$ cat src/rtl/led_breathe_pwm.sv
// Breathing LED driver: a step-timed duty ramp (up, hold, down, hold) feeding a
// free-running PWM, with enable, resync and status outputs for a debug bank.
module led_breathe_pwm #(
  parameter int PWM_BITS    = 8,
  parameter int STEP_CYCLES = 390625,
  parameter int HOLD_STEPS  = 64
) (
  input  logic                clk,
  input  logic                rst_n,
  input  logic                en,
  input  logic                sync_in,
  output logic                led,
  output logic [PWM_BITS-1:0] duty,
  output logic [2:0]          phase,
  output logic                cycle_done
);

  localparam int SW = (STEP_CYCLES > 1) ? $clog2(STEP_CYCLES) : 1;
  localparam int HW = (HOLD_STEPS > 1) ? $clog2(HOLD_STEPS) : 1;

  localparam logic [PWM_BITS-1:0] MAX_M1    = PWM_BITS'((2 ** PWM_BITS) - 2);
  localparam logic [PWM_BITS-1:0] DUTY_ONE  = PWM_BITS'(1);
  localparam logic [SW-1:0]       STEP_LAST = SW'(STEP_CYCLES - 1);
  localparam logic [HW-1:0]       HOLD_LAST = HW'(HOLD_STEPS - 1);

  typedef enum logic [2:0] {
    S_IDLE    = 3'd0,
    S_UP      = 3'd1,
    S_HOLD_HI = 3'd2,
    S_DOWN    = 3'd3,
    S_HOLD_LO = 3'd4
  } state_t;

  state_t              r_state, w_state_nx;
  logic [PWM_BITS-1:0] r_duty, w_duty_nx;
  logic [PWM_BITS-1:0] r_pwm, w_pwm_nx;
  logic [SW-1:0]       r_step, w_step_nx;
  logic [HW-1:0]       r_hold, w_hold_nx;
  logic                r_led, w_led_nx;
  logic                r_done, w_done_nx;
  logic                w_strobe;

  assign w_strobe = (r_state != S_IDLE) && (r_step == STEP_LAST);

  // NOTE: every next-state signal gets a default before any branch, so no path
  // through this block can leave one unassigned and infer a latch.
  always_comb begin
    w_state_nx = r_state;
    w_duty_nx  = r_duty;
    w_pwm_nx   = r_pwm;
    w_step_nx  = r_step;
    w_hold_nx  = r_hold;
    w_done_nx  = 1'b0;
    w_led_nx   = (r_pwm < r_duty);

    if (!en) begin
      w_state_nx = S_IDLE;
      w_duty_nx  = '0;
      w_pwm_nx   = '0;
      w_step_nx  = '0;
      w_hold_nx  = '0;
      w_led_nx   = 1'b0;
    end else if (sync_in || r_state == S_IDLE) begin
      // Restart at the bottom of the ramp; any coincident step is dropped.
      w_state_nx = S_UP;
      w_duty_nx  = '0;
      w_pwm_nx   = '0;
      w_step_nx  = '0;
      w_hold_nx  = '0;
    end else begin
      w_pwm_nx  = (r_pwm == MAX_M1) ? '0 : r_pwm + 1'b1;
      w_step_nx = w_strobe ? '0 : r_step + 1'b1;
      if (w_strobe) begin
        case (r_state)
          S_UP: begin
            w_duty_nx = r_duty + 1'b1;
            if (r_duty == MAX_M1) begin
              w_state_nx = S_HOLD_HI;
              w_hold_nx  = '0;
            end
          end
          S_HOLD_HI: begin
            if (r_hold == HOLD_LAST) begin
              w_state_nx = S_DOWN;
              w_hold_nx  = '0;
            end else begin
              w_hold_nx = r_hold + 1'b1;
            end
          end
          S_DOWN: begin
            w_duty_nx = r_duty - 1'b1;
            if (r_duty == DUTY_ONE) begin
              w_state_nx = S_HOLD_LO;
              w_hold_nx  = '0;
            end
          end
          S_HOLD_LO: begin
            if (r_hold == HOLD_LAST) begin
              w_state_nx = S_UP;
              w_hold_nx  = '0;
              w_done_nx  = 1'b1;
            end else begin
              w_hold_nx = r_hold + 1'b1;
            end
          end
          default: w_state_nx = S_IDLE;
        endcase
      end
    end
  end

  // NOTE: state registers use non-blocking assignments so every register samples
  // pre-edge values, and the reset branch is asynchronous on rst_n.
  always_ff @(posedge clk or negedge rst_n) begin
    if (!rst_n) begin
      r_state <= S_IDLE;
      r_duty  <= '0;
      r_pwm   <= '0;
      r_step  <= '0;
      r_hold  <= '0;
      r_led   <= 1'b0;
      r_done  <= 1'b0;
    end else begin
      r_state <= w_state_nx;
      r_duty  <= w_duty_nx;
      r_pwm   <= w_pwm_nx;
      r_step  <= w_step_nx;
      r_hold  <= w_hold_nx;
      r_led   <= w_led_nx;
      r_done  <= w_done_nx;
    end
  end

  assign led        = r_led;
  assign duty       = r_duty;
  assign phase      = r_state;
  assign cycle_done = r_done;

endmodule

$ cat config.mk
export PLATFORM = sky130hd
export DESIGN_NAME = led_breathe_pwm
export DESIGN_NICKNAME = d
export VERILOG_FILES = /design/src/rtl/led_breathe_pwm.sv
export SDC_FILE = /design/constraint.sdc
export NUM_CORES = 1
export LEC_CHECK = 0
export ABC_AREA = 1
export CORE_MARGIN = 3
export CORE_UTILIZATION = 65
export DETAILED_ROUTE_END_ITERATION = 8
export PLACE_DENSITY = 0.86
export SLEW_MARGIN = 15
export SYNTH_ARGS = -nofsm -noshare
export SYNTH_HDL_FRONTEND = slang
export SYNTH_SLANG_ARGS = --single-unit
$ cat constraint.sdc
create_clock -name clk -period 5.21 [get_ports clk]
set_clock_uncertainty 0.15 [all_clocks]
set_input_delay 0.7815 -clock clk [delete_from_list [all_inputs] [get_ports clk]]
set_output_delay 0.7815 -clock clk [all_outputs]
set_load 0.02 [all_outputs]
==> flow_summary_export.csv <==
group,metric,value,unit
outcome,status,"finished clean",
critical_path,end_kind,"flop",
global_route,track_usage,0.266,
finish,syn2layout_area_growth,8.00,%
clocking,worstSkewPairLatency,0.30,ns
power,pwr-share-clk,0.336,
power,ir_drop,140,uV
critical_path,required,5.25,ns
yosys,syn_inst,436,
clocking,hold_buffers,0,
sta,finalCriticalPeriod,2.73,ns
global_route,busiest_layer,"met2",
critical_path,slowest_stage,"clkdlybuf4s50_1",
yosys,synth.yosys.seq_area_share,0.372,
sta,max_freq,366,MHz
yosys,syn_nets,456,
sta,tns,0,ns
critical_path,worst-path-max-fanout,20,
yosys,yosysUniqueCellTypes,36,
clocking,cts.sink_count,46,
global_route,grt_pass1_wl,11600,microns
route,avgViaCountPerCell,5.78,
finish,drive_above_1_share,0.0599,
route,drc,0,
yosys,syn_avg_cell_area,7.10,sq um
power,comb_power_share,0.130,
clocking,ctsRootBufferMaster,"clkbuf_8",
power,p_seq_frac,0.534,
die,die_h,75.0,microns
route,wl,6920,microns
yosys,synth-edff-count,0,
finish,stdcell_area,0.00334,sq mm
die,initial_core_util,0.692,
sta,worst_slew_pin_slew,0.998,ns
hold_path,hp-class,"flop to flop",
finish,final_cell_mix,"nand2_1 (115), nor2_1 (69), inv_1 (46), dfrtp_1 (46), nand3_1 (40)",
clocking,post-cts-setup-buffers,0,
yosys,netlist_area,0.00310,sq mm
power,switching_power,0.196,mW
clocking,clkTransAtPathRegs,0.09,ns
sta,fin_crit_sh,0.525,
run,maxCapViolCount,0,
route,drt_iter0_markers,319,
die,die_x,75.0,microns
power,p_leak,1.53,nW
power,powerDensity,207,mW/mm^2
sta,rsz0062_at_grt,"no",
route,num_vias,2905,
sta,timing.final.hold_violations,0,
critical_path,critPathMaxStageDelay,0.66,ns
route,wl_per_cell,13.8,microns
die,dieArea,0.00563,sq mm
power,intPower,0.496,mW
global_route,overflow,0,
finish,final_common_cell,"nand2_1",
sta,finalSetupViolCount,0,
route,drt_first_pass_iters,5,
global_route,grt_pass1_vias,2567,
yosys,synth_seq_cells,46,
place,portBuffers,16,
route,ant_nets,0,
critical_path,crit_path_frequent_cell,"nand2_1",
clocking,cts_buffers,5,
critical_path,ff2ff_setup_slack,2.73,ns
yosys,ys.warnings.count,0,
finish,antenna_cells,0,
global_route,grt.met1_usage,0.367,
place,dp_hpwl,5100,microns
global_route,grt_util_met3,0.0507,
sta,relSlewSlack,0.335,
critical_path,worstPathArrival,2.77,ns
place,gp_congestion,0.910,
clocking,cts_tree,"done",
critical_path,criticalPathCategory,"input port to flop",
global_route,antenna_found_initial,0,
sta,drv_slew,0,
place,dpl_cell_area,0.00325,sq mm
clocking,cts_resized,0,
power,switching_share,0.283,
yosys,synth_ff_type,"dfrtp_1",
global_route,grt_max_degree,47,
global_route,grt.met2_usage,0.424,
die,rows,24,
die,core,0.00447,sq mm
clocking,clockBufferDepth,2,
critical_path,crit_path_cell_trace,"clkdlybuf4s50_1 > nand3_4 > inv_4 > nand2_1 > and2_1 > nand3_1 > nand2_1",
finish,nets,470,
yosys,synthArstFlopShare,1.00,
die,ios,17,
clocking,cts-htree-levels,2,
critical_path,crit_path_start_kind,"input port",
==> routing by layer <==
metal | part of all wire | routed length (microns)
met5 | 0 | 0
met4 | 0.016 | 114
met3 | 0.041 | 283
met2 | 0.48 | 3300
met1 | 0.47 | 3220
==> cell type report <==
cell class	instances	area (sq um)
fillers	361	1130
repair buffers	16	155
clock inverters	2	12.5
inverters	52	200
multi-input cells	329	1680
clock buffers	6	82.6
well taps	52	65.1
flip-flops and latches	46	1150
==> worst max-delay path: cells and delay by family <==
kind | cells | cell delay, ns
buffers and inverters | 2 | 0.79
and+or+nand+nor | 5 | 1.21
==> cell families after synthesis <==
family                   synth area share
AND/OR/NAND/NOR                     0.388
XOR/XNOR                           0.0339
adder cells (fa/ha/maj)            0.0646
buffers and inverters              0.0865
flip-flops                          0.372
AO/OA/AOI/OAI                      0.0549
==> per-stage QoR <==
| step | power, mW | instances | utilization | hold WS [ns] | setup slack [ns] |
|---|---|---|---|---|---|
| 2_1_floorplan | 0.436 | 436 | - | 0.316 | 3.37 |
| 3_3_place_gp | 0.463 | 495 | 0.726 | 0.336 | 2.30 |
| 3_5_place_dp | 0.465 | 495 | 0.726 | 0.354 | 2.22 |
| 4_1_cts | 0.693 | 503 | 0.747 | 0.365 | 2.54 |
| 5_1_grt | 0.721 | 503 | 0.747 | 0.390 | 2.41 |
| 6_report | 0.692 | 503 | 0.747 | 0.367 | 2.48 |
==> cells in the mapped netlist, types with 3 or more instances <==
cell	instances	area share
ha_1	16	0.065
o21ai_0	13	0.021
nand3_1	40	0.065
nor3_1	12	0.019
a21oi_1	13	0.021
inv_1	46	0.056
buf_2	3	0.0048
nand4_1	14	0.028
inv_2	3	0.0036
buf_6	3	0.011
xnor2_1	4	0.011
nand2_1	115	0.14
dfrtp_1	46	0.37
nor2_2	3	0.0061
xor2_1	8	0.023
nor3b_1	5	0.012
nor2_1	69	0.084
==> state kept, by name (all words and copies together) (netlist names) <==
| name | flops |
|---|---|
| r_step | 19 |
| r_hold | 6 |
| r_pwm | 8 |
| cycle_done | 1 |
| phase | 3 |
| led | 1 |
| duty | 8 |
==> path summary, 6_finish.rpt <==
kind                                start         to  cells past startpoint
worst min-delay path             r_pwm[0]   r_pwm[0]                      1
min in group asynchronous           rst_n   phase[0]                      1
worst min register to register   r_pwm[0]   r_pwm[0]                      1
max in group asynchronous           rst_n  r_step[6]                      1
worst max-delay path                   en  r_hold[3]                      7
worst max register to register  r_step[0]  r_hold[3]                      9
==> power by group through the flow <==
stage          combinational [mW]  sequential, mW  clock [mW]
6_report                   0.0901           0.369       0.232
2_1_floorplan              0.0571           0.379           0
3_5_place_dp               0.0890           0.376           0
4_1_cts                    0.0896           0.369       0.234
3_3_place_gp               0.0869           0.376           0
5_1_grt                     0.100           0.370       0.250
No activity file was read; power rests on OpenSTA's default activity.
